`config.mk`:
```
export PLATFORM = sky130hd
export DESIGN_NAME = instruction_sequencer
export DESIGN_NICKNAME = d
export VERILOG_FILES = /design/src/rtl/seq_pkg.sv /design/src/rtl/mem_timeout.sv /design/src/rtl/instruction_sequencer.sv
export SDC_FILE = /design/constraint.sdc
export NUM_CORES = 1
export LEC_CHECK = 0
export BUFFER_PORTS_ARGS = -buffer_cell sky130_fd_sc_hd__buf_2
export CORE_AREA = 4 4 43 60
export CTS_CLUSTER_SIZE = 28
export DETAILED_ROUTE_END_ITERATION = 16
export DIE_AREA = 0 0 47 64
export HOLD_SLACK_MARGIN = 0.1
export PLACE_DENSITY = 0.8
export SYNTH_ARGS = -nofsm -noshare
export SYNTH_HDL_FRONTEND = slang
export SYNTH_SLANG_ARGS = --single-unit
export TNS_END_PERCENT = 30
```
`constraint.sdc`:
```
create_clock -name clk -period 2.9 [get_ports clk]
set_clock_uncertainty 0.1 [all_clocks]
set_input_delay 0.29 -clock clk [delete_from_list [all_inputs] [get_ports clk]]
set_output_delay 0.29 -clock clk [all_outputs]
set_load 0.02 [all_outputs]
```
`src/rtl/seq_pkg.sv`:
```
// Shared types and encodings for the lab CPU instruction sequencer.
package seq_pkg;

    typedef enum logic [4:0] {
        S_RESET, S_IF, S_UPD_PC, S_DECODE, S_WR_IMM, S_GET_A, S_GET_B,
        S_ALU, S_COMP, S_WR_REG, S_ADDR_A, S_ADDR_C, S_LD_ADDR, S_MEM_RD,
        S_STR_B, S_STR_C, S_MEM_WR, S_HALT, S_FAULT
    } state_t;

    localparam logic [1:0] MEM_NONE  = 2'b00;
    localparam logic [1:0] MEM_READ  = 2'b01;
    localparam logic [1:0] MEM_WRITE = 2'b10;

    localparam logic [1:0] VSEL_C     = 2'b00;
    localparam logic [1:0] VSEL_IMM   = 2'b10;
    localparam logic [1:0] VSEL_MDATA = 2'b11;

    localparam logic [2:0] NSEL_RD = 3'b100;
    localparam logic [2:0] NSEL_RM = 3'b010;
    localparam logic [2:0] NSEL_RN = 3'b001;

    localparam logic [2:0] OPC_MOV  = 3'b110;
    localparam logic [2:0] OPC_ALU  = 3'b101;
    localparam logic [2:0] OPC_LDR  = 3'b011;
    localparam logic [2:0] OPC_STR  = 3'b100;
    localparam logic [2:0] OPC_HALT = 3'b111;

    localparam logic [1:0] OP_MOV_IMM = 2'b10;
    localparam logic [1:0] OP_MOV_REG = 2'b00;
    localparam logic [1:0] OP_CMP     = 2'b01;
    localparam logic [1:0] OP_MVN     = 2'b11;
    localparam logic [1:0] OP_MEM     = 2'b00;

    // States that hold a memory command until mem_ready.
    function automatic logic is_wait(input state_t s);
        return (s == S_IF) || (s == S_MEM_RD) || (s == S_MEM_WR);
    endfunction

endpackage

```
`src/rtl/mem_timeout.sv`:
```
// Counts consecutive stalled cycles in a memory-wait state and flags expiry.
module mem_timeout #(
    parameter int TIMEOUT = 16,
    parameter int CNT_W   = 5
) (
    input  logic clk,
    input  logic rst,
    input  logic wait_i,
    input  logic ready_i,
    output logic expired_o
);

    logic [CNT_W-1:0] cnt_q, cnt_d;

    // Every wait state is entered from a non-wait state or on a ready cycle,
    // so clearing outside stalls also clears on entry.
    always_comb begin
        cnt_d = '0;
        if (wait_i && !ready_i) begin
            cnt_d = cnt_q + 1'b1;
        end
    end

    always_ff @(posedge clk or negedge rst) begin
        if (!rst) begin
            cnt_q <= '0;
        end else begin
            cnt_q <= cnt_d;
        end
    end

    assign expired_o = wait_i && !ready_i && (cnt_q == CNT_W'(TIMEOUT - 1));

endmodule

```
`src/rtl/instruction_sequencer.sv`:
```
// Fetch/decode/execute controller: drives memory-side and datapath controls.
module instruction_sequencer
    import seq_pkg::*;
#(
    parameter int TIMEOUT = 16,
    parameter int CNT_W   = 5
) (
    input  logic       clk,
    input  logic       rst,
    input  logic [2:0] opcode,
    input  logic [1:0] op,
    input  logic       mem_ready,
    output logic [1:0] mem_cmd,
    output logic       addr_sel,
    output logic       load_pc,
    output logic       reset_pc,
    output logic       load_ir,
    output logic       load_addr,
    output logic       loada,
    output logic       loadb,
    output logic       loadc,
    output logic       loads,
    output logic       write,
    output logic [2:0] nsel,
    output logic [1:0] vsel,
    output logic       asel,
    output logic       bsel,
    output logic       halted,
    output logic       fault,
    output logic [4:0] dbg_state
);

    // Memory handshake: mem_cmd is held steady for as long as the FSM sits in
    // IF/MEM_RD/MEM_WR; the access completes on the cycle mem_ready is high.
    state_t state_q, state_d;
    logic   expired;

    mem_timeout #(.TIMEOUT(TIMEOUT), .CNT_W(CNT_W)) u_timeout (
        .clk       (clk),
        .rst       (rst),
        .wait_i    (is_wait(state_q)),
        .ready_i   (mem_ready),
        .expired_o (expired)
    );

    always_ff @(posedge clk or negedge rst) begin
        if (!rst) begin
            state_q <= S_RESET;
        end else begin
            state_q <= state_d;
        end
    end

    always_comb begin
        state_d   = state_q;
        mem_cmd   = MEM_NONE;
        addr_sel  = 1'b0;
        load_pc   = 1'b0;
        reset_pc  = 1'b0;
        load_ir   = 1'b0;
        load_addr = 1'b0;
        loada     = 1'b0;
        loadb     = 1'b0;
        loadc     = 1'b0;
        loads     = 1'b0;
        write     = 1'b0;
        nsel      = 3'b000;
        vsel      = VSEL_C;
        asel      = 1'b0;
        bsel      = 1'b0;
        halted    = 1'b0;
        fault     = 1'b0;
        case (state_q)
            S_RESET: begin
                reset_pc = 1'b1;
                load_pc  = 1'b1;
                state_d  = S_IF;
            end
            S_IF: begin
                addr_sel = 1'b1;
                mem_cmd  = MEM_READ;
                load_ir  = mem_ready;
                if (expired)        state_d = S_FAULT;
                else if (mem_ready) state_d = S_UPD_PC;
            end
            S_UPD_PC: begin
                load_pc = 1'b1;
                state_d = S_DECODE;
            end
            S_DECODE: begin
                if (opcode == OPC_MOV && op == OP_MOV_IMM)
                    state_d = S_WR_IMM;
                else if ((opcode == OPC_MOV && op == OP_MOV_REG) || opcode == OPC_ALU)
                    state_d = S_GET_A;
                else if ((opcode == OPC_LDR || opcode == OPC_STR) && op == OP_MEM)
                    state_d = S_ADDR_A;
                else if (opcode == OPC_HALT)
                    state_d = S_HALT;
                else
                    state_d = S_IF;
            end
            S_WR_IMM: begin
                nsel    = NSEL_RN;
                vsel    = VSEL_IMM;
                write   = 1'b1;
                state_d = S_IF;
            end
            S_GET_A: begin
                nsel    = NSEL_RN;
                loada   = 1'b1;
                state_d = S_GET_B;
            end
            S_GET_B: begin
                nsel    = NSEL_RM;
                loadb   = 1'b1;
                state_d = (opcode == OPC_ALU && op == OP_CMP) ? S_COMP : S_ALU;
            end
            S_ALU: begin
                // MOV reg and MVN pass only the (shifted) B operand through.
                loadc   = 1'b1;
                asel    = (opcode == OPC_MOV) || (opcode == OPC_ALU && op == OP_MVN);
                state_d = S_WR_REG;
            end
            S_COMP: begin
                loads   = 1'b1;
                state_d = S_IF;
            end
            S_WR_REG: begin
                nsel    = NSEL_RD;
                vsel    = VSEL_C;
                write   = 1'b1;
                state_d = S_IF;
            end
            S_ADDR_A: begin
                nsel    = NSEL_RN;
                loada   = 1'b1;
                state_d = S_ADDR_C;
            end
            S_ADDR_C: begin
                bsel    = 1'b1;
                loadc   = 1'b1;
                state_d = S_LD_ADDR;
            end
            S_LD_ADDR: begin
                load_addr = 1'b1;
                state_d   = (opcode == OPC_LDR) ? S_MEM_RD : S_STR_B;
            end
            S_MEM_RD: begin
                mem_cmd = MEM_READ;
                if (mem_ready) begin
                    nsel    = NSEL_RD;
                    vsel    = VSEL_MDATA;
                    write   = 1'b1;
                    state_d = S_IF;
                end else if (expired) begin
                    state_d = S_FAULT;
                end
            end
            S_STR_B: begin
                nsel    = NSEL_RD;
                loadb   = 1'b1;
                state_d = S_STR_C;
            end
            S_STR_C: begin
                asel    = 1'b1;
                loadc   = 1'b1;
                state_d = S_MEM_WR;
            end
            S_MEM_WR: begin
                mem_cmd = MEM_WRITE;
                if (mem_ready)    state_d = S_IF;
                else if (expired) state_d = S_FAULT;
            end
            S_HALT:  halted = 1'b1;
            S_FAULT: fault  = 1'b1;
            default: state_d = S_RESET;
        endcase
    end

    assign dbg_state = state_q;

endmodule

```
==> results of run 1 <==
[layout make-up]
cell class	instances	area share (%)
clock buffer	4	2.96
multi-input combinational	116	58.0
tap	22	2.24
sequential	10	20.4
inverter	7	2.14
timing repair buffer	34	14.3
[cells by family after synthesis]
kind of cell               Yosys count
DFF                                 10
AOI/OAI and AO/OA                   33
muxes                                2
xor gates and xnor gates             3
adders and majority gates            2
buffers and inverters               17
and+or+nand+nor                     76
[cell usage after synthesis, drive strengths merged, types with 2 or more instances]
master   n  area, sq um
a21oi    9         45.0
a221oi   2         17.5
buf     10         57.6
nand3    2         10.0
nand2b   2         12.5
and3     3         18.8
nand2   12         47.6
a221o    2         20.0
nor2b    3         26.3
nand3b   3         22.5
inv      7         26.3
nor2    21         83.8
or3      2         12.5
o22ai    3         18.8
nor3    15         75.1
nand4b   2         17.5
dfrtp   10          250
and2     4         25.0
o21ai   10         61.3
ha       2         25.0
xnor2    2         17.5
[sequential cells by signal, summed over array words and instances (netlist names)]
register,cells
dbg_state,5
u_timeout.cnt_q,5
[layer usage]
metal	vias up	GRT usage, %
met5	-	0
met4	0	10.4
met3	9	3.38
met2	61	33.3
met1	557	28.7
li1	569	-
[cell usage in the layout, fill, tap and decap left out, types with 3 or more instances in the layout]
cell type	count
nand2_1	11
buf_2	33
nor3_1	15
o21ai_0	7
clkbuf_4	3
a21oi_1	9
dfrtp_1	10
o22ai_1	3
and2_1	4
and3_1	3
nor2_1	19
inv_1	6
nand3b_1	3
[per-stage QoR]
| step | total power (W) | hold WS [ns] | util (%) | setup slack (ns) |
|---|---|---|---|---|
| 4_1_cts | 0.00133 | 0.252 | 58.3 | 0.588 |
| 3_5_place_dp | 0.00121 | 0.0569 | 56.1 | 0.861 |
| 6_report | 0.00134 | 0.263 | 58.3 | 0.561 |
| 3_3_place_gp | 0.00118 | 0.0540 | 56.1 | 0.905 |
| 5_1_grt | 0.00146 | 0.255 | 58.3 | 0.400 |
| 2_1_floorplan | 0.00100 | -0.106 | - | 0.895 |
[worst paths after layout]
kind	start	endpoint	slack [ns]	cells past startpoint
worst max register to register	dbg_state[4]	dbg_state[2]	0.82	4
worst min register to register	u_timeout.cnt_q[0]	u_timeout.cnt_q[0]	0.37	1
worst max-delay path	dbg_state[0]	nsel[2]	0.56	5
max in group asynchronous	rst	u_timeout.cnt_q[1]	2.21	2
min in group asynchronous	rst	u_timeout.cnt_q[0]	0.31	2
worst min-delay path	opcode[2]	dbg_state[2]	0.26	2
[report_power, final]
| part | internal [W] | switching, W | leakage (nW) | total [W] |
|---|---|---|---|---|
| Clock | 0.0000761 | 0.0000449 | 0.0210 | 0.000121 |
| Combinational | 0.000321 | 0.000542 | 0.431 | 0.000863 |
| Sequential | 0.000179 | 0.000173 | 0.134 | 0.000353 |
[repair_timing]
action,CTS,global route
hold buffers,1,0
gates resized for setup,0,0
endpoints found under the hold margin,10,0
==> results.toml, run 1 <==
[critical_path]
crit_path_max_fanout = 22
crit_required_ns = 2.51
crit_type = "flip-flop to output pin"
slowest_delay_ns = 0.82
start_kind = "flip-flop"
crit_arrival_ns = 1.95
cp_cell_sequence = "o21ai_0 -> nor2_1 -> a21oi_1 -> nor3_1 -> buf_2"
critPathBufInv = 1
critical-path-top-delay-family = "flip-flops"
end_kind = "output pin"
slowest_stage = "dfrtp_1"

[detailed_routing]
ant_nets = 0
top_layer = "met4"
via_count = 1196
drt_pass1_iterations = 4
wl_met1_mm = 1.19
drc = 0
drt_iter0_drc = 47
wl_met2_mm = 1.47
vias_per_cell = 6.20
routed-wl-met3_microns = 208
wl_per_cell_microns = 15.2
drt_wl_total_mm = 2.93

[global_route]
grt_pass1_vias = 1142
grt_max_degree = 23
grt_overflow = 0
grt_pass1_wl_mm = 4.97
antenna_found_initial = 0
grt_usage_pct = 21.8

[placement]
place.gp.congestion = 0.948
placed_cells = 188
dpl.hpwl_mm = 2.20
port_buffers = 33
placed_area_sq_um = 1180

[clocking]
clk_transition_reported_paths_ns = 0.06
cts.sinks = 10
cts_buffers = 3
postCtsSetupBuffers = 0
clk_latency_ns = 0.26
htree_num_levels = 1
cts_tree = "yes"
clock_path_buffers = 2
cts_root_buffer = "clkbuf_4"

[logic_synthesis]
synth_seq_area_share_pct = 24.0
synth_xor_area_share_pct = 2.51
synth_fp_nets = 153
synth_top_flop_cell = "dfrtp_1"
syn_area_sq_um = 1040
ys_async_sr_fraction_pct = 100
synthAdderAreaFrac_pct = 2.40
yosys.area_share.simple_pct = 39.4
synth_warnings = 0
synth_top_family_by_area = "simple AND/OR/NAND/NOR gates"
synth_compound_area_share_pct = 21.7
synth-seq-cells = 10
syn_inst = 143
synth_edf_count = 0
synthMuxAreaShare_pct = 2.04
yosysUniqueCellTypes = 47
avgSynthCellArea_sq_um = 7.31

[cells_and_area]
drive_gt1_share_pct = 26.9
final_cells = 193
fillers = 224
ff_latch_area_sq_um = 250
nets = 182
final_area_sq_um = 1230
multiInputGateArea_sq_um = 711
syn_to_final_growth_pct = 17.4
diodes = 0

[die]
io_pins = 34
die_h_microns = 64
die_w_microns = 47
rows = 20
start_util_pct = 49.7
die_area_sq_um = 3010
design.core.area_sq_um = 2100

[power]
powerDensity_nw_per_um2 = 1090
p_leak_nw = 0.586
peakVddDrop_mv = 0.445

[timing]
finalSetupViolCount = 0
slew_violations = 0
period_needed_ns = 2.34
max_freq_ghz = 0.427
slew_headroom_pct = 50.7
fin_tns_setup_ns = 0
worst_pin_slew_ns = 0.740
finalHoldViolCount = 0
post-route-period-util_pct = 80.7
grt_setup_unrepaired = "false"

[hold_path]
min_path_type = "input pin to flip-flop"

[run_status]
status = "finished, final reports clean"

[job]
maxCapViolations = 0
Power figures use the tool's default switching activity.
==> inputs of run 2 (changes only) <==
--- a/config.mk
+++ b/config.mk
@@ -5,13 +5,14 @@
 export SDC_FILE = /design/constraint.sdc
 export NUM_CORES = 1
 export LEC_CHECK = 0
+export ABC_AREA = 1
 export BUFFER_PORTS_ARGS = -buffer_cell sky130_fd_sc_hd__buf_2
-export CORE_AREA = 4 4 43 60
+export CORE_AREA = 4 4 44 62
 export CTS_CLUSTER_SIZE = 28
 export DETAILED_ROUTE_END_ITERATION = 16
-export DIE_AREA = 0 0 47 64
+export DIE_AREA = 0 0 48 66
 export HOLD_SLACK_MARGIN = 0.1
-export PLACE_DENSITY = 0.8
+export PLACE_DENSITY = 0.73
 export SYNTH_ARGS = -nofsm -noshare
 export SYNTH_HDL_FRONTEND = slang
 export SYNTH_SLANG_ARGS = --single-unit
==> constraint.sdc (replaced) <==
create_clock -name clk -period 1.9 [get_ports clk]
set_clock_uncertainty 0.1 [all_clocks]
set_input_delay 0.19 -clock clk [delete_from_list [all_inputs] [get_ports clk]]
set_output_delay 0.19 -clock clk [all_outputs]
set_load 0.02 [all_outputs]
==> results.toml, run 2 <==
[timing]
worst_pin_slew_ns = 0.354
period_needed_ns = 1.84
slew_violations = 0
finalSetupViolCount = 0
fin_tns_setup_ns = 0
grt_setup_unrepaired = "true"
post-route-period-util_pct = 97.1
max_freq_ghz = 0.542
slew_headroom_pct = 76.3
finalHoldViolCount = 0

[die]
die_area_sq_um = 3170
start_util_pct = 43.1
die_h_microns = 66
design.core.area_sq_um = 2150
die_w_microns = 48
rows = 20
io_pins = 34

[detailed_routing]
drt_iter0_drc = 31
top_layer = "met4"
drc = 0
wl_per_cell_microns = 11.9
drt_wl_total_mm = 2.53
routed-wl-met3_microns = 184
wl_met1_microns = 904
ant_nets = 0
via_count = 1103
drt_pass1_iterations = 4
vias_per_cell = 5.18
wl_met2_mm = 1.39

[clocking]
clk_transition_reported_paths_ns = 0.05
cts_root_buffer = "clkbuf_4"
cts.sinks = 10
postCtsSetupBuffers = 0
clock_path_buffers = 2
cts_tree = "yes"
clk_latency_ns = 0.26
htree_num_levels = 1
cts_buffers = 3

[logic_synthesis]
syn_inst = 154
yosys-top-cells-area = "dfrtp_1 27%, nand2_1 18%, nor2_1 11%, inv_1 11%, nand3_1 8.1%"
synth_seq_area_share_pct = 27.0
synthTopCellsByCount = "45 x nand2_1, 28 x nor2_1, 26 x inv_1"
synth_top_area_share_pct = 27.0
yosysUniqueCellTypes = 24
synth_top_flop_cell = "dfrtp_1"
synth-seq-cells = 10
synth_fp_nets = 164
synth_area_leader_cell = "dfrtp_1"
avgSynthCellArea_sq_um = 6.03
synth_warnings = 0
syn_area_sq_um = 928
synth_edf_count = 0
post-synth-top-count-cell = "nand2_1"
ys_async_sr_fraction_pct = 100

[job]
maxCapViolations = 0

[critical_path]
reg2regPathDepth = 8
critPathBufInv = 3
crit_arrival_ns = 1.55
end_kind = "output pin"
cp_cell_sequence = "inv_2 -> nor2_4 -> nand2_4 -> nor2_2 -> inv_1 -> o211ai_1 -> buf_4"
crit_type = "flip-flop to output pin"
cp.depth = 7
crit_required_ns = 1.61
slowest_stage = "dfrtp_1"
slowest_delay_ns = 0.48
start_kind = "flip-flop"
crit_path_max_fanout = 7
critical-path-top-delay-family = "flip-flops"

[power]
powerDensity_nw_per_um2 = 1290
peakVddDrop_mv = 0.724
p_leak_nw = 0.750

[placement]
port_buffers = 33
place.gp.congestion = 0.912
dpl.hpwl_mm = 2.18
placed_area_sq_um = 1120

[global_route]
grt_pass1_wl_mm = 4.04
grt_pass1_vias = 991
grt_max_degree = 11
grt_overflow = 0
antenna_found_initial = 0
grt_usage_pct = 17.5

[cells_and_area]
layout_common_cells = "45 x nand2_1, 32 x buf_2, 26 x nor2_1"
diodes = 0
drive_gt1_share_pct = 27.7
nets = 203
syn_to_final_growth_pct = 25.1
fin_util_pct = 54.0
final_area_sq_um = 1160
layout_commonest_cell = "nand2_1"
fillers = 230

[hold_path]
min_path_type = "input pin to flip-flop"
hold_depth = 5

[run_status]
status = "finished, final reports clean"
==> run 2: cell types whose count changed in the layout (fill, tap and decap cells not counted), moves of 7 or more <==
cell,delta
a21oi_1,-8
inv_1,+18
nand2_1,+34
nand3_1,+13
nor2_1,+7
nor3_1,-12
==> run 2: report_power, final <==
group | switching, W | internal [W] | total, W
Combinational | 0.000698 | 0.000310 | 0.00101
Sequential | 0.0000878 | 0.000268 | 0.000356
Clock | 0.0000637 | 0.0000727 | 0.000136
==> run 2: area by class of cell <==
class / instances / area, sq um / share of cell area, %
clock buffer: 3 / 22.5 / 1.94
timing repair buffer: 35 / 185 / 15.9
multi-input combinational: 115 / 567 / 48.8
tap: 22 / 27.5 / 2.37
inverter: 28 / 108 / 9.27
sequential: 10 / 251 / 21.7
==> run 2: kinds of logic (layout without fill, tap and decap cells) <==
group,count (synthesis),count (layout),synth area share (%)
compound gates,7,7,4.45
simple gates,105,105,51.9
xor+xnor,1,1,0.944
flops,10,10,27.0
buf+inv,29,66,13.1
fa+ha+maj,2,2,2.69
==> run 2: through the flow <==
stage | cells | hold WS (ns) | power, W | setup WS, ns
global placement | 209 | -0.0466 | 0.00135 | 0.254
finish | 213 | 0.170 | 0.00150 | 0.0557
global route | 213 | 0.218 | 0.00165 | -0.00917
detailed placement | 209 | -0.0406 | 0.00136 | 0.275
floorplan | 154 | -0.206 | 0.00105 | 0.0892
CTS | 213 | 0.160 | 0.00150 | 0.000672
==> run 2: worst reg2reg max path, stage by stage, from the launching register on <==
cell,delay (ns)
dfrtp_1,0.45
nor2_1,0.33
nand3_2,0.18
nand3_2,0.11
nand3_1,0.08
nand2_2,0.10
inv_1,0.06
nand2_1,0.06
nand2_1,0.04
==> run 2: routing by layer <==
layer,vias to the layer above,track usage [%]
li1,560,-
met1,488,18.3
met2,47,32.9
met3,8,0.817
met4,0,8.08
met5,-,0
==> run 2: repair_timing <==
action                     4_1_cts  5_1_grt
setup endpoints to repair        0        9
hold endpoints to repair        10        0
hold buffers                     1        0
gates resized for setup          0        6
==> run 2: path summary, 6_finish.rpt <==
kind                                         start                  to  slack [ns]
worst max-delay path                  dbg_state[0]             nsel[2]        0.06
worst min-delay path                     mem_ready        dbg_state[0]        0.17
worst max register to register        dbg_state[2]        dbg_state[1]        0.28
worst min register to register  u_timeout.cnt_q[0]  u_timeout.cnt_q[0]        0.37
max in group asynchronous                      rst        dbg_state[4]        1.28
min in group asynchronous                      rst  u_timeout.cnt_q[3]        0.21
==> inputs of run 3 (changes only) <==
--- a/config.mk
+++ b/config.mk
@@ -7,12 +7,12 @@
 export LEC_CHECK = 0
 export ABC_AREA = 1
 export BUFFER_PORTS_ARGS = -buffer_cell sky130_fd_sc_hd__buf_2
-export CORE_AREA = 4 4 44 62
+export CORE_AREA = 4 4 43 60
 export CTS_CLUSTER_SIZE = 28
 export DETAILED_ROUTE_END_ITERATION = 16
-export DIE_AREA = 0 0 48 66
+export DIE_AREA = 0 0 47 64
 export HOLD_SLACK_MARGIN = 0.1
-export PLACE_DENSITY = 0.73
+export PLACE_DENSITY = 0.74
 export SYNTH_ARGS = -nofsm -noshare
 export SYNTH_HDL_FRONTEND = slang
 export SYNTH_SLANG_ARGS = --single-unit
==> constraint.sdc (replaced) <==
create_clock -name clk -period 2 [get_ports clk]
set_clock_uncertainty 0.1 [all_clocks]
set_input_delay 0.2 -clock clk [delete_from_list [all_inputs] [get_ports clk]]
set_output_delay 0.2 -clock clk [all_outputs]
set_load 0.02 [all_outputs]
==> results.toml, run 3 (same netlist as run 2, synthesis figures left out) <==
[placement]
dpl_worst_slack_ns = 0.279
placed_area_sq_um = 1120
port_buffers = 33
dpl.hpwl_mm = 2.15
placed_cells = 210
place.gp.congestion = 0.902

[global_route]
grt_pass1_vias = 1005
grt_pass1_wl_mm = 4.08
grt_usage_pct = 18.2
antenna_found_initial = 0
grt_overflow = 0
grt_max_degree = 11

[die]
start_util_pct = 44.2
die_area_sq_um = 3010
die_w_microns = 47
die_h_microns = 64
rows = 20
design.core.area_sq_um = 2100
io_pins = 34

[timing]
finalHoldViolCount = 0
finalSetupViolCount = 0
worst_pin_slew_ns = 0.327
fin_tns_setup_ns = 0
max_freq_ghz = 0.531
post-route-period-util_pct = 94.1
slew_headroom_pct = 78.1
period_needed_ns = 1.88
slew_violations = 0
fin_ws_ns = 0.117
grt_setup_unrepaired = "false"

[power]
power_w = 0.00142
peakVddDrop_mv = 0.706
powerDensity_nw_per_um2 = 1210
p_leak_nw = 0.756

[clocking]
clk_transition_reported_paths_ns = 0.05
cts.sinks = 10
clk_latency_ns = 0.25
clock_path_buffers = 2
htree_num_levels = 1
postCtsSetupBuffers = 0
cts_tree = "yes"
cts_buffers = 3
cts_root_buffer = "clkbuf_4"

[critical_path]
slowest_delay_ns = 0.43
start_kind = "flip-flop"
crit_arrival_ns = 1.58
crit_required_ns = 1.70
crit_type = "flip-flop to output pin"
crit_path_max_fanout = 6
end_kind = "output pin"
cp_cell_sequence = "inv_4 -> nand3_1 -> inv_2 -> nand2_4 -> nor2_2 -> inv_1 -> o211ai_1 -> buf_4"
slowest_stage = "dfrtp_1"

[detailed_routing]
via_count = 1093
drt_pass1_iterations = 4
ant_nets = 0
drt_wl_total_mm = 2.43
vias_per_cell = 5.11
drc = 0
drt_iter0_drc = 40
wl_per_cell_microns = 11.4

[cells_and_area]
layout_commonest_cell = "nand2_1"
diodes = 0
syn_to_final_growth_pct = 25.5
drive_gt1_share_pct = 26.6
nets = 204
final_cells = 214
final_area_sq_um = 1160
layout_common_cells = "45 x nand2_1, 32 x buf_2, 27 x nor2_1"

[hold_path]
min_path_type = "input pin to flip-flop"

[run_status]
status = "finished, final reports clean"

[job]
maxCapViolations = 0
## run 3: changes by cell type in the layout (fill, tap and decap cells not counted)
cell     previous run  this run
inv_2               3         2
buf_4               2         3
dfrtp_1             9        10
nor2_2              2         1
inv_1              24        25
nor2_1             26        27
dfrtp_2             1         0
## run 3: cell type report
type / count / area [sq um]
clock buffer: 3 / 22.5
fill: 220 / 937
inverter: 28 / 108
multi-input combinational: 115 / 564
sequential: 10 / 250
tap: 22 / 27.5
timing repair buffer: 36 / 193
## run 3: report_power, final
part           internal (W)  switching, W
Sequential         0.000254     0.0000760
Clock             0.0000687     0.0000553
Combinational      0.000305      0.000656
## run 3: stage by stage
| stage | hold WS (ns) | utilization (%) |
|---|---|---|
| after floorplan | -0.196 | - |
| after global placement | -0.0388 | 53.4 |
| after detailed placement | -0.0340 | 53.4 |
| after CTS | 0.199 | 55.1 |
| after global routing | 0.209 | 55.4 |
| final | 0.194 | 55.4 |
## run 3: worst paths after layout
check                                      to  slack, ns                from  cells after the start
max                                   nsel[2]       0.12        dbg_state[4]                      8
min reg2reg                u_timeout.cnt_q[0]       0.36  u_timeout.cnt_q[0]                      1
min                              dbg_state[0]       0.19           mem_ready                      5
max reg2reg                      dbg_state[4]       0.40        dbg_state[2]                      8
min in group asynchronous  u_timeout.cnt_q[1]       0.23                 rst                      2
max in group asynchronous        dbg_state[0]       1.39                 rst                      2
## run 3: critical path, delay by kind of cell, from the launching register on
kind,cells,cell delay [ns]
AO/OA/AOI/OAI,1,0.08
buffers and inverters,4,0.50
flip-flops,1,0.43
AND/OR/NAND/NOR,3,0.33
## run 3: routing by layer
metal / part of all wire (%) / vias up / track usage, %
met3: 5.4 / 10 / 2.25
met2: 54 / 37 / 31.3
li1: - / 561 / -
met5: 0 / - / 0
met4: 3.5 / 0 / 9.34
met1: 37 / 485 / 20.5
## run 3: timing repair
action | CTS | global route
resized for setup | 1 | 3
hold buffers | 1 | 0
hold endpoints to repair | 10 | 0
endpoints found under the setup margin | 1 | 4
pin swaps | 0 | 0
cloned | 0 | 0
